`src/rtl/uart_tx_arbiter_if.sv`:
```
// Purpose: requester-side and transmitter-side handshake bundle for uart_tx_arbiter.
// Latency: none; this file only groups wires.
// Backpressure: carries req_ready toward the sources and out_ready from the transmitter.
interface uart_tx_arbiter_if #(
    parameter int NUM_REQ = 2
);
    localparam int IDW = $clog2(NUM_REQ);

    logic [NUM_REQ-1:0]   req_valid;
    logic [8*NUM_REQ-1:0] req_data;
    logic [NUM_REQ-1:0]   req_lock;
    logic [NUM_REQ-1:0]   req_ready;
    logic                 out_valid;
    logic [7:0]           out_data;
    logic                 out_ready;
    logic [IDW-1:0]       grant_id;
    logic                 busy;

    // Byte sources plus transmitter, i.e. everything around the arbiter.
    modport master (
        output req_valid, req_data, req_lock, out_ready,
        input  req_ready, out_valid, out_data, grant_id, busy
    );

    // The arbiter itself.
    modport slave (
        input  req_valid, req_data, req_lock, out_ready,
        output req_ready, out_valid, out_data, grant_id, busy
    );
endinterface

```
`src/rtl/uart_tx_arbiter.sv`:
```
// Purpose: round-robin share of one UART transmitter among NUM_REQ byte sources, one byte per grant.
// Latency: byte accepted in cycle t appears on out_data at t+1; at most one byte every 2 cycles.
// Backpressure: single output buffer; while it is full, every req_ready is held low until out_ready.
// Optional message locking is compiled in with `define UART_ARB_LOCK_EN.
module uart_tx_arbiter #(
    parameter int NUM_REQ = 2
) (
    input  logic               clk,
    input  logic               rst,
    uart_tx_arbiter_if.slave   bus
);
    localparam int IDW = $clog2(NUM_REQ);

    typedef enum logic {
        IDLE = 1'b0,
        BUSY = 1'b1
    } state_t;

    state_t             state_q, state_d;
    logic [7:0]         out_data_q, out_data_d;
    logic [IDW-1:0]     grant_q, grant_d;
    logic [IDW-1:0]     rr_ptr_q, rr_ptr_d;
    logic [NUM_REQ-1:0] req_ready_d;

    // Arbitration search inputs and result.
    logic [NUM_REQ-1:0] cand;
    logic [IDW-1:0]     start_ptr;
    logic [IDW-1:0]     win;
    logic               found;

    logic               lock_held_q;
`ifdef UART_ARB_LOCK_EN
    logic               lock_held_d;
    logic [IDW-1:0]     owner_q, owner_d;
`else
    logic               unused_lock;
    assign lock_held_q = 1'b0;
    assign unused_lock = ^bus.req_lock;
`endif

    // While a lock is held only the owner may compete; otherwise everyone, from rr_ptr.
    always_comb begin
        cand      = bus.req_valid;
        start_ptr = rr_ptr_q;
`ifdef UART_ARB_LOCK_EN
        if (lock_held_q) begin
            cand      = '0;
            cand[owner_q] = bus.req_valid[owner_q];
            start_ptr = owner_q;
        end
`endif
    end

    // First candidate found walking start_ptr, start_ptr+1, ... modulo NUM_REQ.
    always_comb begin
        logic [IDW:0]   sum;
        logic [IDW-1:0] idx;
        found = 1'b0;
        win   = '0;
        sum   = '0;
        idx   = '0;
        for (int k = 0; k < NUM_REQ; k++) begin
            sum = {1'b0, start_ptr} + (IDW+1)'(k);
            if (sum >= (IDW+1)'(NUM_REQ)) begin
                sum = sum - (IDW+1)'(NUM_REQ);
            end
            idx = sum[IDW-1:0];
            if (!found && cand[idx]) begin
                found = 1'b1;
                win   = idx;
            end
        end
    end

    // Next state: capture the winner's byte in IDLE, hand it off in BUSY.
    always_comb begin
        state_d     = state_q;
        out_data_d  = out_data_q;
        grant_d     = grant_q;
        rr_ptr_d    = rr_ptr_q;
        req_ready_d = '0;
`ifdef UART_ARB_LOCK_EN
        lock_held_d = lock_held_q;
        owner_d     = owner_q;
`endif
        case (state_q)
            IDLE: begin
                if (found) begin
                    req_ready_d[win] = 1'b1;
                    out_data_d       = bus.req_data[{win, 3'b000} +: 8];
                    grant_d          = win;
                    state_d          = BUSY;
`ifdef UART_ARB_LOCK_EN
                    lock_held_d      = bus.req_lock[win];
                    owner_d          = win;
`endif
                end
            end
            BUSY: begin
                if (bus.out_ready) begin
                    state_d = IDLE;
                    // A held lock pins the pointer; releasing resumes after the owner.
                    if (!lock_held_q) begin
                        rr_ptr_d = (grant_q == IDW'(NUM_REQ-1)) ? '0 : grant_q + IDW'(1);
                    end
                end
            end
            default: state_d = IDLE;
        endcase
    end

    // State and output buffer registers; reset discards any buffered byte.
    always_ff @(posedge clk or posedge rst) begin
        if (rst) begin
            state_q    <= IDLE;
            out_data_q <= '0;
            grant_q    <= '0;
            rr_ptr_q   <= '0;
        end else begin
            state_q    <= state_d;
            out_data_q <= out_data_d;
            grant_q    <= grant_d;
            rr_ptr_q   <= rr_ptr_d;
        end
    end

`ifdef UART_ARB_LOCK_EN
    // Lock ownership registers.
    always_ff @(posedge clk or posedge rst) begin
        if (rst) begin
            lock_held_q <= 1'b0;
            owner_q     <= '0;
        end else begin
            lock_held_q <= lock_held_d;
            owner_q     <= owner_d;
        end
    end
`endif

    assign bus.req_ready = req_ready_d;
    assign bus.out_valid = (state_q == BUSY);
    assign bus.out_data  = out_data_q;
    assign bus.grant_id  = grant_q;
    assign bus.busy      = (state_q == BUSY) | lock_held_q;
endmodule

```
`src/flat_wrapper.sv`:
```
// flat-port wrapper written by rule: the top's interface ports become plain ports
module uart_tx_arbiter_flat 
#(
    parameter int NUM_REQ = 2
)
  (clk, rst, bus_req_valid, bus_req_data, bus_req_lock, bus_out_ready, bus_req_ready, bus_out_valid, bus_out_data, bus_grant_id, bus_busy);
  uart_tx_arbiter_if #(.NUM_REQ(NUM_REQ)) bus_i ();
  input  logic clk;
  input  logic rst;
  input wire logic [$bits(bus_i.req_valid)-1:0] bus_req_valid;
  input wire logic [$bits(bus_i.req_data)-1:0] bus_req_data;
  input wire logic [$bits(bus_i.req_lock)-1:0] bus_req_lock;
  input wire logic [$bits(bus_i.out_ready)-1:0] bus_out_ready;
  output wire logic [$bits(bus_i.req_ready)-1:0] bus_req_ready;
  output wire logic [$bits(bus_i.out_valid)-1:0] bus_out_valid;
  output wire logic [$bits(bus_i.out_data)-1:0] bus_out_data;
  output wire logic [$bits(bus_i.grant_id)-1:0] bus_grant_id;
  output wire logic [$bits(bus_i.busy)-1:0] bus_busy;
  assign bus_i.req_valid = bus_req_valid;
  assign bus_i.req_data = bus_req_data;
  assign bus_i.req_lock = bus_req_lock;
  assign bus_i.out_ready = bus_out_ready;
  assign bus_req_ready = bus_i.req_ready;
  assign bus_out_valid = bus_i.out_valid;
  assign bus_out_data = bus_i.out_data;
  assign bus_grant_id = bus_i.grant_id;
  assign bus_busy = bus_i.busy;
  uart_tx_arbiter #(.NUM_REQ(NUM_REQ)) u_core (.clk(clk), .rst(rst), .bus(bus_i));
endmodule
```
`config.mk`:
```
export PLATFORM = sky130hd
export DESIGN_NAME = uart_tx_arbiter_flat
export DESIGN_NICKNAME = d
export VERILOG_FILES = /design/src/rtl/uart_tx_arbiter_if.sv /design/src/rtl/uart_tx_arbiter.sv /design/src/flat_wrapper.sv
export SDC_FILE = /design/constraint.sdc
export NUM_CORES = 1
export LEC_CHECK = 0
export BUFFER_PORTS_ARGS = -buffer_cell sky130_fd_sc_hd__buf_2
export CAP_MARGIN = 20
export CORE_MARGIN = 4
export CORE_UTILIZATION = 39
export CTS_CLUSTER_SIZE = 24
export DETAILED_ROUTE_END_ITERATION = 8
export PLACE_DENSITY = 0.75
export SYNTH_ARGS = -nofsm -noshare
export SYNTH_HDL_FRONTEND = slang
export SYNTH_SLANG_ARGS = --single-unit
```
`constraint.sdc`:
```
create_clock -name clk -period 1.3 [get_ports clk]
set_input_delay 0.065 -clock clk [delete_from_list [all_inputs] [get_ports clk]]
set_output_delay 0.065 -clock clk [all_outputs]
set_load 0.01 [all_outputs]
```
---- Word-level counts from Yosys, hierarchy flattened ----
Index checks and enable logic that the tools add are counted.
cells by class
  $add $sub $neg .......................... 4
  magnitude comparators ................... 6
  shifts and indexed selects .............. 1
  mux-type cells .......................... 18
  bitwise gates (word level) .............. 1
  reduce and logical (&&, ||, !) cells .... 5
operators with widths
  operator                                                           number
  variable part select 16 x 5 -> 8 bit                               1
  two-way mux 1 bit                                                  14
  less-than comparator 1 x 2 -> 1 bit, second input constant         3
  two-way mux 2 bit                                                  2
  AND reduction 2 bit                                                2
  adder 1 x 1 -> 2 bit, second input constant                        1
  greater-or-equal comparator 1 x 2 -> 1 bit, second input constant  1
  greater-or-equal comparator 2 bit, second input constant           1
  logical AND 1 bit                                                  2
  one-hot mux 1 bit (2 select lines)                                 1
  subtractor 1 bit, second input constant                            2
  adder 1 bit, second input constant                                 1
  demux 1 bit (select 1 bit)                                         1
  greater-or-equal comparator 1 bit, second input constant           1
  zero test 1 bit                                                    1
  NOT 1 bit                                                          1
storage, ports and cells
  register bits after elaboration ......... 11
  input bits .............................. 23
  output and inout bits ................... 13
  word-level logic and storage cells ...... 39

---- Longest topological paths before layout ----
Gate-level depths: netlist of the first run.
  depth after elaboration ................. 14
  mapped depth ............................ 4
  depth with buffers taken out ............ 3

---- Worst setup path before layout of the first run ----
No wires, ideal clock.
  path kind ............................... flip-flop to flip-flop
  start ................................... reg u_core.state_q, in the netlist u_core.bus.busy
  end ..................................... reg u_core.out_data_q[6], in the netlist u_core.bus.out_data[6]
  setup time .............................. 0.126 ns
  arrival ................................. 1.016 ns
  path slack .............................. 0.158 ns
  stages on the path, launching flop included .. 5
  path buffers ............................ 1
  path through ............................ dfrtp_1 buf_6 o21bai_2 a31oi_1 a2bb2oi_1
on the way
  cells in the longest elaborated chain, start to end .. 2
ends and longest elaborated chain
  what                           RTL line                RTL
  from (decl)                    uart_tx_arbiter.sv:19   state_t state_q, state_d;
  from (signal assigned)         uart_tx_arbiter.sv:120  state_q <= state_d;
  NOT 1 bit                      --
  AND reduction 2 bit (no line)  --
  to (signal assigned)           uart_tx_arbiter.sv:121  out_data_q <= out_data_d;
  to (decl)                      uart_tx_arbiter.sv:20   logic [7:0] out_data_q, out_data_d;
Every way passes these cells.
A chain may end at the register's enable or synchronous reset.

---- Worst setup path after layout of the first run ----
  start ................................... reg u_core.state_q, in the netlist u_core.bus.busy
  end ..................................... out bus_req_ready[1]
on the way
  cells in the longest elaborated chain, start to end .. 1
ends and longest elaborated chain
  what               RTL line               RTL
  two-way mux 2 bit  uart_tx_arbiter.sv:86  case (state_q)
  to (decl)          flat_wrapper.sv:14     output wire logic [$bits(bus_i.req_ready)-1:0] bus_req_ready;
Every way passes these cells.

==> results of run 1 <==
## routing by layer
metal,vias to the layer above,GRT usage,part of all wire
li1,291,-,-
met1,276,0.213,0.41
met2,23,0.256,0.49
met3,4,0.0395,0.074
met4,0,0.0702,0.017
met5,-,0,0
## power breakdown
part / internal [uW] / switching [uW]
Combinational: 203 / 191
Clock: 119 / 119
Sequential: 423 / 50.3
Total: 744 / 360
## cell families after synthesis
group                  Yosys count  share of synthesized area
AO/OA/AOI/OAI                   30                      0.360
flip-flops                      11                      0.501
AND/OR/NAND/NOR                  8                     0.0729
buffers and inverters            6                     0.0661
## registers in the layout, summed over array words and instances (netlist names)
register and count:
u_core.bus.grant_id 1, u_core.bus.busy 1, u_core.rr_ptr_q 1, u_core.bus.out_data 8
## metrics by stage
step / power [uW] / util
2_1_floorplan: 687 / -
3_3_place_gp: 820 / 0.540
3_5_place_dp: 831 / 0.540
4_1_cts: 1080 / 0.587
5_1_grt: 1170 / 0.615
6_report: 1100 / 0.615
## cell type report
cell class / instances / area (um2)
repair buffers: 41 / 230
multi-input cells: 38 / 253
fillers: 108 / 507
flip-flops and latches: 11 / 275
clock buffers: 4 / 26.3
well taps: 15 / 18.8
inverters: 2 / 7.51
## worst min path at each step
stage	from	to	slack, ps	depth (start not counted)
global route	bus_req_data[4]	u_core.bus.out_data[4]	60	3
CTS	bus_req_data[3]	u_core.bus.out_data[3]	50	3
global placement	rst	u_core.bus.out_data[1]	70	2
finish	bus_req_data[2]	u_core.bus.out_data[2]	50	3
detailed placement	rst	u_core.bus.out_data[1]	70	2
floorplan	rst	u_core.bus.busy	-80	1
## worst max-delay path: stages, from the launching register on
cell	delay, ps
dfrtp_1	410
buf_4	140
buf_4	140
nor2_1	80
buf_2	130
## cell usage in the layout (no fill, tap or decap), drive strengths merged
cell	Yosys	final
o21ai	9	9
a31oi	9	9
dlygate4sd3	0	2
o21bai	1	1
nand2b	1	1
nor2	3	3
inv	2	2
and2b	1	1
nand2	2	2
clkbuf	0	4
nor3	1	1
dfrtp	11	11
buf	4	39
a2bb2oi	8	8
a21oi	3	3
## timing repair
action	4_1_cts	5_1_grt
setup endpoints to repair	2	1
pin swaps	0	0
gates resized for setup	3	0
hold buffers	2	0
endpoints found under the hold margin	12	0
setup buffers	0	5
==> results.py, run 1 <==
metrics = {
    "detailed_routing": {
        "totalWireLength_mm": 1.62,
        "drt_iter0_drc": 11,
        "vias_per_cell": 5.35,
        "vias": 594,
        "drtAntennaViolNets": 0,
        "firstDrtPassIters": 4,
        "route.detailed.drc": 0,
        "wl_per_cell_um": 14.6,
    },
    "synthesis": {
        "syn_nets": 78,
        "synth_top_area_cell": "dfrtp_1",
        "synth_top_area_frac": 0.501,
        "synthesis.instances": 55,
        "synth_most_common_cell": "dfrtp_1",
        "synth_area_leaders": "dfrtp_1, a2bb2oi_1, a31oi_1",
        "ys_async_sr_fraction": 1.00,
        "yosysWarnings": 0,
        "synth-seq-cells": 11,
        "yosys-top-cells-count": "dfrtp_1, a31oi_1, o21ai_0",
        "synth_edf_count": 0,
        "synth_cell_types": 16,
        "synthFlopType": "dfrtp_1",
        "avgSynthCellArea_um2": 9.99,
        "syn_area_um2": 549,
        "yosysSeqAreaShare": 0.501,
    },
    "sta": {
        "drv_slew": 0,
        "worstMarginPinSlew_ps": 406,
        "finalHoldViolations": 0,
        "whs_ps": 48.8,
        "setup_slack_ps": 59.7,
        "period_needed_ps": 1240,
        "grt_setup_unrepaired": "no",
        "max_clock_freq_ghz": 0.806,
        "slew_headroom": 0.729,
        "setup_violations": 0,
        "min_period_over_period": 0.954,
        "tns_ps": 0,
        "skew_ps": 1.37,
    },
    "finish": {
        "final_area_um2": 811,
        "fin_nets": 120,
        "drive_gt1_frac": 0.469,
        "area_growth_pct": 47.6,
        "antenna_cells": 0,
        "layout.cells.non_filler": 111,
    },
    "worst_hold_path": {
        "hold_path_class": "in -> reg",
    },
    "setup_path": {
        "critPathMaxFanout": 6,
        "r2r_cells": 3,
        "crit_start": "u_core.bus.busy",
        "end_kind": "output pin",
        "worstPathArrival_ps": 1180,
        "start_kind": "flop",
        "r2r-start": "u_core.bus.busy",
        "cp_data_required_time_ps": 1240,
        "reg2reg_to": "u_core.bus.out_data[3]",
        "crit_path_end": "bus_req_ready[1]",
        "path_class": "reg -> out",
        "r2r_slack_ps": 150,
    },
    "floorplan": {
        "initial_core_util": 0.417,
        "pin_count": 36,
        "die_h_um": 45.5,
        "die-area_mm2": 0.00207,
        "std_cell_rows": 13,
        "die_x_um": 45.5,
        "coreArea_mm2": 0.00132,
    },
    "place": {
        "gp_congestion": 0.675,
        "placed_cells": 100,
        "portBuffers": 33,
        "dp_hpwl_mm": 1.11,
        "dpl_cell_area_um2": 712,
        "place_ws_ps": 155,
    },
    "cts": {
        "clock-sinks": 11,
        "cts-root-buf": "clkbuf_4",
        "clk_pin_slew_worst_paths_ps": 70,
        "cts_tree": "done",
        "cts_made_buffers": 3,
        "cts.path.max_buffers": 2,
        "clk_latency_ps": 270,
        "htreeDepth": 1,
    },
    "pwr": {
        "leakage_uw": 0.000401,
        "power.density_mw_per_mm2": 1360,
        "ir_worst_vdd_v": 0.000863,
    },
    "global_route": {
        "grt_antenna_before_repair": 0,
        "grt_util_all_layers": 0.164,
        "grt_max_degree": 15,
        "overflow": 0,
        "grt_pass1_wl_mm": 2.46,
        "grt_pass1_vias": 558,
    },
    "job": {
        "cap_violations": 0,
    },
    "outcome": {
        "outcome": "complete, no violations",
    },
}
Note: power is estimated with default switching activity, not from simulation.
==> run 2: changes to the inputs <==
SETUP_SLACK_MARGIN = 0.4   (was unset)
==> run 2 against run 1 <==
  * Register-to-register slack better by 40 ps
  * Maximum frequency is 5.9% higher
  * Sequential power hardly changed
  * Via count is 2.2% higher
  * Combinational power is 3% higher
  * Cell area is 0.31% higher
  * First-iteration DRC count is 55% higher
  * Critical path type unchanged
  * Largest cell class unchanged
  * Largest power group unchanged
  * Highest routed layer unchanged
==> results.py, run 2 (same netlist as run 1, synthesis figures left out) <==
metrics = {
    "sta": {
        "drv_slew": 0,
        "skew_ps": 2.73,
        "grt_setup_unrepaired": "yes",
        "setup_violations": 0,
        "tns_ps": 0,
        "whs_ps": 50.2,
        "worstMarginPinSlew_ps": 449,
        "max_clock_freq_ghz": 0.854,
        "min_period_over_period": 0.901,
        "setup_slack_ps": 129,
        "period_needed_ps": 1170,
        "slew_headroom": 0.701,
        "finalHoldViolations": 0,
    },
    "global_route": {
        "grt_util_all_layers": 0.169,
        "grt_pass1_vias": 570,
        "grt_pass1_wl_mm": 2.47,
        "overflow": 0,
        "grt_max_degree": 15,
        "grt_antenna_before_repair": 0,
    },
    "detailed_routing": {
        "drt_iter0_drc": 17,
        "firstDrtPassIters": 4,
        "totalWireLength_mm": 1.64,
        "wl_per_cell_um": 15.0,
        "route.detailed.drc": 0,
        "vias": 607,
        "vias_per_cell": 5.57,
        "drtAntennaViolNets": 0,
    },
    "setup_path": {
        "reg2reg_to": "u_core.bus.out_data[0]",
        "r2r_slack_ps": 190,
        "path_class": "reg -> out",
        "end_kind": "output pin",
        "r2r-start": "u_core.bus.busy",
        "critPathMaxFanout": 2,
        "worstPathArrival_ps": 1110,
        "cp_data_required_time_ps": 1240,
        "r2r_cells": 4,
        "start_kind": "flop",
    },
    "pwr": {
        "leakage_uw": 0.000392,
        "p_int_uw": 747,
        "pwr-share-clk": 0.213,
        "p_seq_frac": 0.424,
        "finalPower_uw": 1110,
        "power.share.switching": 0.326,
        "power.density_mw_per_mm2": 1360,
        "ir_worst_vdd_v": 0.000690,
        "switchingPower_uw": 362,
        "p_comb_frac": 0.363,
    },
    "job": {
        "cap_violations": 0,
    },
    "finish": {
        "antenna_cells": 0,
        "register_area_um2": 277,
        "final_util": 0.617,
        "largest_reg_flops": 8,
        "fin_nets": 118,
        "area_growth_pct": 48.1,
        "fillers": 123,
        "layout_common_cells": "buf_2, dfrtp_1, a31oi_1, o21ai_0, a2bb2oi_1",
        "multiInputGateArea_um2": 265,
        "drive_gt1_frac": 0.500,
        "final_common_cell": "buf_2",
    },
    "cts": {
        "cts_tree": "done",
        "htreeDepth": 1,
        "cts_made_buffers": 3,
        "clk_latency_ps": 270,
        "cts-root-buf": "clkbuf_4",
        "clk_pin_slew_worst_paths_ps": 70,
        "cts.path.max_buffers": 2,
        "clock-sinks": 11,
    },
    "floorplan": {
        "initial_core_util": 0.417,
        "die_x_um": 45.5,
        "std_cell_rows": 13,
        "pin_count": 36,
        "die_h_um": 45.5,
        "die-area_mm2": 0.00207,
        "coreArea_mm2": 0.00132,
    },
    "worst_hold_path": {
        "hold_path_class": "in -> reg",
        "holdCritStartpoint": "bus_req_data[5]",
        "hold-path-cell-count": 3,
        "whs_endpoint": "u_core.bus.out_data[5]",
    },
    "place": {
        "place_ws_ps": 162,
        "portBuffers": 33,
        "gp_congestion": 0.672,
        "dp_hpwl_mm": 1.09,
    },
    "outcome": {
        "outcome": "complete, no violations",
    },
}
[run 2: cell types whose count changed in the layout (fill, tap and decap cells not counted), sizes merged]
| cell | change |
|---|---|
| buf | -2 |
[run 2: per-stage QoR]
| step | instances | cell area (um2) |
|---|---|---|
| 6_report | 109 | 813 |
| 5_1_grt | 109 | 813 |
| 4_1_cts | 109 | 810 |
| 3_5_place_dp | 99 | 712 |
| 3_3_place_gp | 99 | 712 |
| 2_1_floorplan | 55 | 557 |
[run 2: critical path, stage by stage (launching register included)]
cell,delay (ps)
dfrtp_2,400
o21bai_4,180
a21oi_2,110
buf_2,140
[run 2: cell type report]
| class | instances | area share |
|---|---|---|
| tap | 15 | 0.0231 |
| multi-input combinational | 38 | 0.326 |
| timing repair buffer | 39 | 0.269 |
| clock buffer | 4 | 0.0323 |
| sequential | 11 | 0.340 |
| inverter | 2 | 0.00923 |
[run 2: worst max-delay path by stage]
stage	slack, ps	end	start	depth (start not counted)
after floorplan	220	u_core.bus.out_data[0]	u_core.bus.busy	4
after global placement	170	u_core.bus.out_data[0]	u_core.rr_ptr_q	3
after detailed placement	160	u_core.bus.out_data[4]	u_core.bus.busy	2
after CTS	140	bus_req_ready[0]	u_core.bus.busy	3
after global routing	60	bus_req_ready[0]	u_core.rr_ptr_q	3
final	130	bus_req_ready[0]	u_core.bus.busy	3
[run 2: repair_timing]
item,in CTS,in global routing
setup buffers,4,0
setup endpoints to repair,13,14
resized for setup,7,1
hold buffers,2,0
pin swaps,1,5
endpoints found under the hold margin,12,0
[run 2: power groups by stage]
stage          sequential (uW)  combinational, uW  clock, uW
4_1_cts                    471                402        241
6_report                   470                403        236
5_1_grt                    482                434        261
3_5_place_dp               479                350          0
3_3_place_gp               478                342          0
2_1_floorplan              507                184          0
[run 2: metal layers]
| layer | part of all wire | wire length [um] | vias up | track usage |
|---|---|---|---|---|
| li1 | - | - | 285 | - |
| met3 | 0.071 | 116 | 3 | 0.0316 |
| met1 | 0.41 | 669 | 291 | 0.211 |
| met4 | 0.015 | 25 | 0 | 0.0877 |
| met2 | 0.50 | 827 | 28 | 0.273 |
| met5 | 0 | 0 | - | 0 |
